`src/rtl/fifo_pkg.sv`:
```
// Shared definitions for the flagged synchronous FIFO family.
//   SHOWAHEAD_REG / SHOWAHEAD_FWFT : read-mode encodings for the SHOWAHEAD parameter
//   DEF_ABITS / DEF_DBITS          : default address and data widths
//   count_width()                  : occupancy width, wide enough to hold 0..2**abits
package fifo_pkg;

    localparam int unsigned SHOWAHEAD_REG  = 0;
    localparam int unsigned SHOWAHEAD_FWFT = 1;

    localparam int unsigned DEF_ABITS = 4;
    localparam int unsigned DEF_DBITS = 8;

    function automatic int unsigned count_width(input int unsigned abits);
        return abits + 1;
    endfunction

endpackage

```
`src/rtl/fifo_sync_flagged_if.sv`:
```
// Handshake/status bundle of fifo_sync_flagged.
//   master : producer/consumer side (drives wr, din, rd, thresholds, clr_err)
//   slave  : FIFO side (drives dout, dout_valid, count and all flags)
interface fifo_sync_flagged_if
    import fifo_pkg::*;
#(
    parameter int unsigned ABITS = DEF_ABITS,
    parameter int unsigned DBITS = DEF_DBITS
);
    logic             wr;
    logic [DBITS-1:0] din;
    logic             rd;
    logic [DBITS-1:0] dout;
    logic             dout_valid;
    logic             empty;
    logic             full;
    logic [ABITS:0]   ae_thresh;
    logic [ABITS:0]   af_thresh;
    logic             almost_empty;
    logic             almost_full;
    logic [ABITS:0]   count;
    logic             overflow;
    logic             underflow;
    logic             clr_err;

    modport master (
        output wr, din, rd, ae_thresh, af_thresh, clr_err,
        input  dout, dout_valid, empty, full, almost_empty, almost_full, count,
               overflow, underflow
    );

    modport slave (
        input  wr, din, rd, ae_thresh, af_thresh, clr_err,
        output dout, dout_valid, empty, full, almost_empty, almost_full, count,
               overflow, underflow
    );
endinterface

```
`src/rtl/fifo_ram.sv`:
```
// Simple dual-port RAM, 2**ABITS x DBITS, synchronous write.
//   clock, reset_n      : clock, synchronous active-low reset (registered read data only)
//   we, waddr, wdata    : write port
//   re, raddr, rdata    : read port; REG_READ=1 registers rdata on re, REG_READ=0 is
//                         a combinational read of mem[raddr]
// A registered read and a write to the same address on one edge return the old word.
module fifo_ram #(
    parameter int unsigned ABITS    = 4,
    parameter int unsigned DBITS    = 8,
    parameter bit          REG_READ = 1'b1
) (
    input  logic             clock,
    input  logic             reset_n,
    input  logic             we,
    input  logic [ABITS-1:0] waddr,
    input  logic [DBITS-1:0] wdata,
    input  logic             re,
    input  logic [ABITS-1:0] raddr,
    output logic [DBITS-1:0] rdata
);
    logic [DBITS-1:0] mem [2**ABITS];

    // Contents are deliberately not reset.
    always_ff @(posedge clock) begin
        if (we) begin
            mem[waddr] <= wdata;
        end
    end

    if (REG_READ) begin : g_reg_read
        logic [DBITS-1:0] rdata_q;

        always_ff @(posedge clock) begin
            if (!reset_n) begin
                rdata_q <= '0;
            end else if (re) begin
                rdata_q <= mem[raddr];
            end
        end

        assign rdata = rdata_q;
    end else begin : g_async_read
        logic [1:0] unused_ctrl;

        assign rdata       = mem[raddr];
        assign unused_ctrl = {reset_n, re};
    end
endmodule

```
`src/rtl/fifo_sync_flagged.sv`:
```
// Single-clock FIFO with exact occupancy, programmable almost-empty/almost-full flags,
// sticky overflow/underflow flags and a selectable read mode.
//   clock    : rising-edge clock
//   reset_n  : synchronous active-low reset
//   bus      : slave side of fifo_sync_flagged_if (requests, data, thresholds, status)
// SHOWAHEAD=SHOWAHEAD_REG gives a one-cycle registered read with a dout_valid pulse;
// SHOWAHEAD=SHOWAHEAD_FWFT exposes the head word on dout while the FIFO is non-empty.
module fifo_sync_flagged
    import fifo_pkg::*;
#(
    parameter int unsigned ABITS     = DEF_ABITS,
    parameter int unsigned DBITS     = DEF_DBITS,
    parameter int unsigned SHOWAHEAD = SHOWAHEAD_REG
) (
    input logic                clock,
    input logic                reset_n,
    fifo_sync_flagged_if.slave bus
);
    localparam int unsigned DEPTH = 2 ** ABITS;
    localparam int unsigned CBITS = count_width(ABITS);

    logic [ABITS-1:0] wr_ptr_q, wr_ptr_d;
    logic [ABITS-1:0] rd_ptr_q, rd_ptr_d;
    logic [CBITS-1:0] count_q, count_d;
    logic             empty_q, empty_d;
    logic             full_q, full_d;
    logic             ae_q, ae_d;
    logic             af_q, af_d;
    logic             ovf_q, ovf_d;
    logic             unf_q, unf_d;
    logic             rd_acc, wr_acc;
    logic [DBITS-1:0] ram_rdata;

    // Requests seen during reset are dropped. A full FIFO takes a write only when the
    // same-cycle read frees a slot; a write never makes a read of an empty FIFO legal.
    assign rd_acc = reset_n & bus.rd & ~empty_q;
    assign wr_acc = reset_n & bus.wr & (~full_q | rd_acc);

    always_comb begin
        wr_ptr_d = wr_acc ? wr_ptr_q + ABITS'(1) : wr_ptr_q;
        rd_ptr_d = rd_acc ? rd_ptr_q + ABITS'(1) : rd_ptr_q;
        count_d  = count_q + CBITS'(wr_acc) - CBITS'(rd_acc);

        // Flags come from count_d so they always line up with the registered count.
        empty_d  = (count_d == '0);
        full_d   = (count_d == CBITS'(DEPTH));
        ae_d     = (count_d <= bus.ae_thresh);
        af_d     = (count_d >= bus.af_thresh);

        // Clear wins over a same-cycle error event.
        ovf_d    = bus.clr_err ? 1'b0 : (ovf_q | (bus.wr & ~wr_acc));
        unf_d    = bus.clr_err ? 1'b0 : (unf_q | (bus.rd & ~rd_acc));
    end

    always_ff @(posedge clock) begin
        if (!reset_n) begin
            wr_ptr_q <= '0;
            rd_ptr_q <= '0;
            count_q  <= '0;
            empty_q  <= 1'b1;
            full_q   <= 1'b0;
            ae_q     <= 1'b1;
            af_q     <= 1'b0;
            ovf_q    <= 1'b0;
            unf_q    <= 1'b0;
        end else begin
            wr_ptr_q <= wr_ptr_d;
            rd_ptr_q <= rd_ptr_d;
            count_q  <= count_d;
            empty_q  <= empty_d;
            full_q   <= full_d;
            ae_q     <= ae_d;
            af_q     <= af_d;
            ovf_q    <= ovf_d;
            unf_q    <= unf_d;
        end
    end

    fifo_ram #(
        .ABITS    (ABITS),
        .DBITS    (DBITS),
        .REG_READ (SHOWAHEAD != SHOWAHEAD_FWFT)
    ) u_ram (
        .clock   (clock),
        .reset_n (reset_n),
        .we      (wr_acc),
        .waddr   (wr_ptr_q),
        .wdata   (bus.din),
        .re      (rd_acc),
        .raddr   (rd_ptr_q),
        .rdata   (ram_rdata)
    );

    if (SHOWAHEAD == SHOWAHEAD_FWFT) begin : g_fwft
        assign bus.dout_valid = ~empty_q;
    end else begin : g_reg
        logic dv_q;

        always_ff @(posedge clock) begin
            if (!reset_n) begin
                dv_q <= 1'b0;
            end else begin
                dv_q <= rd_acc;
            end
        end

        assign bus.dout_valid = dv_q;
    end

    assign bus.dout         = ram_rdata;
    assign bus.count        = count_q;
    assign bus.empty        = empty_q;
    assign bus.full         = full_q;
    assign bus.almost_empty = ae_q;
    assign bus.almost_full  = af_q;
    assign bus.overflow     = ovf_q;
    assign bus.underflow    = unf_q;
endmodule

```
`src/flat_wrapper.sv`:
```
// flat-port wrapper written by rule: the top's interface ports become plain ports
module fifo_sync_flagged_flat import fifo_pkg::*;
#(
    parameter int unsigned ABITS     = DEF_ABITS,
    parameter int unsigned DBITS     = DEF_DBITS,
    parameter int unsigned SHOWAHEAD = SHOWAHEAD_REG
)
  (clock, reset_n, bus_wr, bus_din, bus_rd, bus_ae_thresh, bus_af_thresh, bus_clr_err, bus_dout, bus_dout_valid, bus_empty, bus_full, bus_almost_empty, bus_almost_full, bus_count, bus_overflow, bus_underflow);
  fifo_sync_flagged_if #(.ABITS(ABITS), .DBITS(DBITS)) bus_i ();
  input logic clock;
  input logic reset_n;
  input wire logic [$bits(bus_i.wr)-1:0] bus_wr;
  input wire logic [$bits(bus_i.din)-1:0] bus_din;
  input wire logic [$bits(bus_i.rd)-1:0] bus_rd;
  input wire logic [$bits(bus_i.ae_thresh)-1:0] bus_ae_thresh;
  input wire logic [$bits(bus_i.af_thresh)-1:0] bus_af_thresh;
  input wire logic [$bits(bus_i.clr_err)-1:0] bus_clr_err;
  output wire logic [$bits(bus_i.dout)-1:0] bus_dout;
  output wire logic [$bits(bus_i.dout_valid)-1:0] bus_dout_valid;
  output wire logic [$bits(bus_i.empty)-1:0] bus_empty;
  output wire logic [$bits(bus_i.full)-1:0] bus_full;
  output wire logic [$bits(bus_i.almost_empty)-1:0] bus_almost_empty;
  output wire logic [$bits(bus_i.almost_full)-1:0] bus_almost_full;
  output wire logic [$bits(bus_i.count)-1:0] bus_count;
  output wire logic [$bits(bus_i.overflow)-1:0] bus_overflow;
  output wire logic [$bits(bus_i.underflow)-1:0] bus_underflow;
  assign bus_i.wr = bus_wr;
  assign bus_i.din = bus_din;
  assign bus_i.rd = bus_rd;
  assign bus_i.ae_thresh = bus_ae_thresh;
  assign bus_i.af_thresh = bus_af_thresh;
  assign bus_i.clr_err = bus_clr_err;
  assign bus_dout = bus_i.dout;
  assign bus_dout_valid = bus_i.dout_valid;
  assign bus_empty = bus_i.empty;
  assign bus_full = bus_i.full;
  assign bus_almost_empty = bus_i.almost_empty;
  assign bus_almost_full = bus_i.almost_full;
  assign bus_count = bus_i.count;
  assign bus_overflow = bus_i.overflow;
  assign bus_underflow = bus_i.underflow;
  fifo_sync_flagged #(.ABITS(ABITS), .DBITS(DBITS), .SHOWAHEAD(SHOWAHEAD)) u_core (.clock(clock), .reset_n(reset_n), .bus(bus_i));
endmodule
```
`config.mk`:
```
export PLATFORM = sky130hd
export DESIGN_NAME = fifo_sync_flagged_flat
export DESIGN_NICKNAME = d
export VERILOG_FILES = /design/src/rtl/fifo_pkg.sv /design/src/rtl/fifo_sync_flagged_if.sv /design/src/rtl/fifo_ram.sv /design/src/rtl/fifo_sync_flagged.sv /design/src/flat_wrapper.sv
export SDC_FILE = /design/constraint.sdc
export NUM_CORES = 1
export LEC_CHECK = 0
export BUFFER_PORTS_ARGS = -buffer_cell sky130_fd_sc_hd__clkbuf_2
export CORE_UTILIZATION = 50
export DETAILED_ROUTE_END_ITERATION = 10
export MAX_ROUTING_LAYER = met4
export PLACE_DENSITY = 0.7
export SETUP_SLACK_MARGIN = 0.05
export SYNTH_ARGS = -nofsm -noshare
export SYNTH_HDL_FRONTEND = slang
export SYNTH_SLANG_ARGS = --single-unit
```
`constraint.sdc`:
```
create_clock -name clock -period 4.1 [get_ports clock]
set_input_delay 0.82 -clock clock [delete_from_list [all_inputs] [get_ports clock]]
set_output_delay 0.82 -clock clock [all_outputs]
set_load 0.005 [all_outputs]
```
# Yosys cells after proc, flatten, opt, wreduce, memory -nomap -nowiden
# Memories as Yosys holds them, arrays and structs flattened. A register that Yosys moved wholly into a read port is not among the register bits.
# Index checks and enable logic that the tools add are counted.
# W data, S select, Z words.
[word_totals]
regBits = 20
elab_cells = 37
ram_bits = 128
n_memories = 1
[classes]
bitwise_logic = 14
reduce_logical = 3
magnitude_cmp = 2
eq_ne = 1
n_addsub = 4
muxes = 2
[memory_table]
columns = ["name", "words", "word_bits", "rd", "rd_clocked_by_memory_dff", "wr", "line", "text"]
rows = [
  ["u_core.u_ram.mem", 16, 8, 1, 1, 1, "fifo_ram.sv:21", "logic [DBITS-1:0] mem [2**ABITS];"],
]
[op_table]
columns = ["operator", "count"]
rows = [
  ["$add A4 B1 Y4 const B", 2],
  ["$and A1 B1 Y1", 6],
  ["$add A5 B1 Y5", 1],
  ["$eq A5 B5 Y1 const B", 1],
  ["$ge A5 B5 Y1", 1],
  ["$le A5 B5 Y1", 1],
  ["$logic_not A5 Y1", 1],
  ["$not A1 Y1", 5],
  ["$sub A5 B1 Y5", 1],
  ["$or A1 B1 Y1", 3],
  ["$mux W1", 2],
  ["$reduce_or A2 Y1", 1],
  ["$logic_not A1 Y1", 1],
]

# Depth between registers and ports, before layout
[logic_depth]
word_depth = 7
depth_mapped = 15

# Hierarchy
# A second synthesis with hierarchy kept.
[hier_totals]
hier_cells = 443
hier_area_um2 = 6462.4
[by_module_without_submodules]
columns = ["module", "cells_per_inst", "n_inst", "area_each_um2"]
rows = [
  ["fifo_ram", 318, 1, 5351.4],
  ["fifo_sync_flagged", 125, 1, 1111.1],
]

# Least setup slack after synthesis
# No wires, ideal clock.
[synth_timing]
path_kind = "input to register"
startpoint = "input reset_n"
endpoint = "register u_core.ae_q, in the netlist u_core.bus.almost_empty"
path_buffers = 1
setup_ps = 133
t_arrival_ps = 3062
slack_ps = 905
stages = 15
path_cell_list = "and3b_1 > buf_2 > ha_1 > inv_1 > ha_1 > inv_1 > fa_1 > inv_1 > a21o_1 > a21oi_1 > xnor2_1 > ha_1 > and3_1 > nand3_1 > nand3_1"
[synth_between]
elab_chain_len = 7
word_cells_on_any_way = 8
classes_between = "2 x add/sub; 1 x order compare; 5 x bitwise"
[synth_rtl]
columns = ["element", "line", "text"]
rows = [
  ["from (decl)", "flat_wrapper.sv:11", "input logic reset_n;"],
  ["$and A1 B1 Y1 (*) (2 in series)", "fifo_sync_flagged.sv:36", "assign rd_acc = reset_n & bus.rd & ~empty_q;"],
  ["net u_core.rd_acc", "fifo_sync_flagged.sv:31", "logic rd_acc, wr_acc;"],
  ["$or A1 B1 Y1", "fifo_sync_flagged.sv:37", "assign wr_acc = reset_n & bus.wr & (~full_q | rd_acc);"],
  ["$and A1 B1 Y1", "fifo_sync_flagged.sv:37", ""],
  ["$add A5 B1 Y5", "fifo_sync_flagged.sv:42", "count_d = count_q + CBITS'(wr_acc) - CBITS'(rd_acc);"],
  ["$sub A5 B1 Y5 (*)", "fifo_sync_flagged.sv:42", ""],
  ["net u_core.count_d[4]", "fifo_sync_flagged.sv:24", "logic [CBITS-1:0] count_q, count_d;"],
  ["$le A5 B5 Y1 (*)", "fifo_sync_flagged.sv:47", "ae_d = (count_d <= bus.ae_thresh);"],
  ["to (signal assigned)", "fifo_sync_flagged.sv:62", "ae_q <= 1'b1;"],
  ["to (signal assigned)", "fifo_sync_flagged.sv:72", "ae_q <= ae_d;"],
  ["to (decl)", "fifo_sync_flagged.sv:27", "logic ae_q, ae_d;"],
]
# The timed path passes the listed nets; every way through them passes the cells marked *.
# A chain may end at the register's enable or synchronous reset.

# Final worst setup path
[layout_timing]
startpoint = "input reset_n"
endpoint = "register u_core.ae_q, in the netlist u_core.bus.almost_empty"
[layout_between]
elab_chain_len = 7
word_cells_on_any_way = 8
classes_between = "2 x add/sub; 1 x order compare; 5 x bitwise"
[layout_rtl]
columns = ["element", "line"]
rows = [
  ["$and A1 B1 Y1 (2 in series)", "fifo_sync_flagged.sv:36"],
  ["$or A1 B1 Y1", "fifo_sync_flagged.sv:37"],
  ["$and A1 B1 Y1", "fifo_sync_flagged.sv:37"],
  ["$add A5 B1 Y5", "fifo_sync_flagged.sv:42"],
  ["$sub A5 B1 Y5 (*)", "fifo_sync_flagged.sv:42"],
  ["net u_core.count_d[4]", "fifo_sync_flagged.sv:24"],
  ["$le A5 B5 Y1 (*)", "fifo_sync_flagged.sv:47"],
]
# Marks and branches as above.

==> impl_metrics.env <==
export IMPL_cts_sinks=156
export IMPL_vias=3431
export IMPL_wl_per_cell_um=19.1
export IMPL_ctsResizeCount=0
export IMPL_firstDrtPassIters=4
export IMPL_grt_pass1_vias=3367
export IMPL_tightest_slew_ps=979
export IMPL_p_sw_mw=1.13
export IMPL_synth_top_family_by_area="multiplexers"
export IMPL_synth_avg_cell_area_sq_um=15.8
export IMPL_hp_class="flip-flop to flip-flop"
export IMPL_crit_path_start_kind="input pin"
export IMPL_crit_family="adder cells"
export IMPL_portBuffers=42
export IMPL_dpl_cell_area_sq_um=6760
export IMPL_cts_buffers=17
export IMPL_multi_input_area_sq_um=1800
export IMPL_synth_fa_ha_area_share_pct=4.23
export IMPL_row_count=40
export IMPL_nNetsFinal=498
export IMPL_clock_skew_ps=6.78
export IMPL_drtIter0Drc=252
export IMPL_die_x_um=115
export IMPL_max_stage_delay_ps=390
export IMPL_grt_ovfl_total=0
export IMPL_cp_max_fo=12
export IMPL_nFillCells=967
export IMPL_rsz0062_at_grt="no"
export IMPL_synth_common_cells="edfxtp_1, mux2i_1, dfxtp_1"
export IMPL_gp_congestion=0.800
export IMPL_whs_path_depth=2
export IMPL_post_route_period_util_pct=80.4
export IMPL_p_int_mw=3.13
export IMPL_synthXorXnorAreaFrac_pct=1.37
export IMPL_synthMuxAreaShare_pct=11.0
export IMPL_p_sw_share_pct=26.5
export IMPL_cts_hold_buf=0
export IMPL_cp_slowest_cell="fa_1"
export IMPL_syn_inst=405
export IMPL_clk_latency_ps=420
export IMPL_ys_ff_latch=156
export IMPL_core_sq_um=12200
export IMPL_run_status="finished clean"
export IMPL_min_to="u_core.bus.underflow"
export IMPL_grt_pass1_wl_mm=18.6
export IMPL_path_clk_slew_ps=60
export IMPL_syn_to_final_growth_pct=14.6
export IMPL_critical_path_required_ps=4390
export IMPL_antenna_found_initial=0
export IMPL_post_cts_buffers=0
export IMPL_die_area_sq_um=13200
export IMPL_ys_seq_area_share_pct=68.9
export IMPL_grt_usage_pct=20.8
export IMPL_cts_tree="built"
export IMPL_crit_path_start="reset_n"
export IMPL_htree_levels=4
export IMPL_ys_types=37
export IMPL_crit_chain="clkbuf_2 > and3b_1 > ha_1 > inv_1 > ha_1 > inv_1 > fa_1 > inv_1 > a21o_1 > a21oi_1 > xnor2_1 > ha_1 > and3_1 > nand3_1 > nand3_1"
export IMPL_antenna_cells=0
export IMPL_synth_nets=449
export IMPL_start_util_pct=52.3
export IMPL_period_needed_ps=3290
export IMPL_synth_simple_gate_area_share_pct=5.70
export IMPL_slew_limit_headroom_pct=34.7
export IMPL_ant_nets=0
export IMPL_p_seq_share_pct=44.8
export IMPL_rr_worst_depth=14
export IMPL_layout_drive_gt1_share_pct=21.6
export IMPL_routed_wl_mm=12.1
export IMPL_arrival_ps=3580
export IMPL_ys_async_sr_fraction_pct=0
export IMPL_holdWs_ps=479
export IMPL_final_cells=635
export IMPL_power_density_nw_per_um2=581
export IMPL_worstHoldStart="u_core.bus.underflow"
export IMPL_hpwl_mm=7.89
export IMPL_io_pins=43
export IMPL_grt_start_max_net_pins=30
export IMPL_r2r_setup_slack_ps=1060
export IMPL_finalHoldViolations=0
export IMPL_cts_buffer_depth=2
export IMPL_post_place_ws_ps=399
export IMPL_worst_slack_ps=805
export IMPL_setup_tns_ps=0
export IMPL_cts_root_buf="clkbuf_16"
export IMPL_p_leak_nw=2.56
export IMPL_syn_cell_area_sq_um=6390
export IMPL_die_y_um=115
export IMPL_ir_drop_mv=0.286
export IMPL_ys_warn_count=0
export IMPL_drv_cap=0
export IMPL_synth_compound_area_share_pct=5.75
export IMPL_vias_per_cell=5.40
export IMPL_seq_area_sq_um=4410
export IMPL_reg2reg_to="u_core.bus.almost_empty"
export IMPL_synthTopCellsByArea="edfxtp_1, dfxtp_1, mux4_2"
export IMPL_crit_type="input pin to flip-flop"
export IMPL_final_util_pct=60.0
export IMPL_end_kind="flip-flop"
export IMPL_finalMaxSlewViolations=0
export IMPL_placed_cells=603
export IMPL_drc=0
export IMPL_power_frac_comb_pct=20.7
export IMPL_rr_startpoint="u_core.bus.empty"
export IMPL_yosys_area_top_type_share_pct=60.1
export IMPL_yosysMostFrequentCell="edfxtp_1"
export IMPL_path_buf_inv=4
export IMPL_finalSetupViolCount=0
export IMPL_max_freq_mhz=304
export IMPL_p_clk_share_pct=34.5
export IMPL_power_total_mw=4.25
export IMPL_ys_dominant_reg_cell="edfxtp_1"
export IMPL_synth_edf_count=128
export IMPL_yosysTopAreaCell="edfxtp_1"
export IMPL_fin_area_sq_um=7320
-- cell usage in the layout (no fill, tap or decap), drive strengths merged, types with 2 or more instances in the layout --
cell / synthesis / final
clkbuf: 7 / 67
and2: 3 / 3
o21ai: 12 / 12
ha: 20 / 20
nand2: 11 / 11
mux2i: 30 / 30
a21oi: 11 / 11
dfxtp: 28 / 28
nor2: 27 / 27
nor2b: 10 / 10
a311oi: 7 / 7
inv: 24 / 24
buf: 12 / 7
clkinv: 0 / 4
xnor2: 5 / 5
clkinvlp: 0 / 2
edfxtp: 128 / 128
a21o: 3 / 3
and3b: 2 / 2
a22oi: 14 / 14
xor2: 5 / 5
mux4: 18 / 18
a211oi: 7 / 7
nand3: 3 / 3
nand2b: 6 / 6
nand4: 2 / 2
nor3: 4 / 4
-- worst register-to-register path, stage by stage, from the launching register on --
cell and delay [ps]:
dfxtp_1 340, and3b_1 380, ha_1 290, inv_1 60, ha_1 150, inv_1 50
fa_1 390, inv_1 70, a21o_1 110, a21oi_1 70, xnor2_1 350, ha_1 340
and3_1 160, nand3_1 70, nand3_1 70
-- power groups by stage --
stage	clock (mW)	combinational (mW)	sequential, mW
global placement	0	0.853	1.94
floorplan	0	0.694	1.88
detailed placement	0	0.884	1.94
CTS	1.49	0.887	1.91
finish	1.47	0.881	1.90
global route	1.55	1.00	1.92
-- state kept, by name (all words and copies together) (netlist names) --
signal,count
u_core.u_ram.mem,128
u_core.u_ram.rdata,8
u_core.bus.count,5
u_core.rd_ptr_q,4
u_core.wr_ptr_q,4
u_core.bus.almost_empty,1
u_core.bus.almost_full,1
u_core.bus.dout_valid,1
u_core.bus.empty,1
u_core.bus.full,1
u_core.bus.overflow,1
u_core.bus.underflow,1
-- worst max-delay path by stage --
stage,end,slack [ps],cells after the start
2_1_floorplan,u_core.bus.almost_empty,900,15
3_3_place_gp,u_core.bus.almost_empty,480,15
3_5_place_dp,u_core.bus.almost_empty,400,15
4_1_cts,u_core.bus.almost_empty,830,15
5_1_grt,u_core.bus.almost_empty,570,15
6_report,u_core.bus.almost_empty,810,15
-- cells by family (layout without fill, tap and decap cells) --
kind of cell	after synthesis	in the layout
flip-flops	156	156
AND/OR/NAND/NOR	72	72
AO/OA/AOI/OAI	55	55
multiplexers	48	48
buffers and inverters	43	105
adder cells (fa/ha/maj)	21	21
XOR/XNOR	10	10
-- routing by layer --
layer,wire [um],share of wire [%],up-vias,global-route usage [%]
li1,-,-,1632,-
met5,0,0,-,-
met3,489,4.0,9,5.85
met2,6010,50,65,32.7
met4,117,0.96,0,6.49
met1,5510,45,1725,26.5
-- layout make-up --
| type | count | area share (%) |
|---|---|---|
| Clock buffer | 25 | 6.76 |
| Clock inverter | 7 | 0.888 |
| Inverter | 24 | 1.23 |
| Multi-Input combinational cell | 206 | 24.5 |
| Sequential cell | 156 | 60.1 |
| Tap cell | 168 | 2.87 |
| Timing Repair Buffer | 49 | 3.59 |
Power figures use the tool's default switching activity.
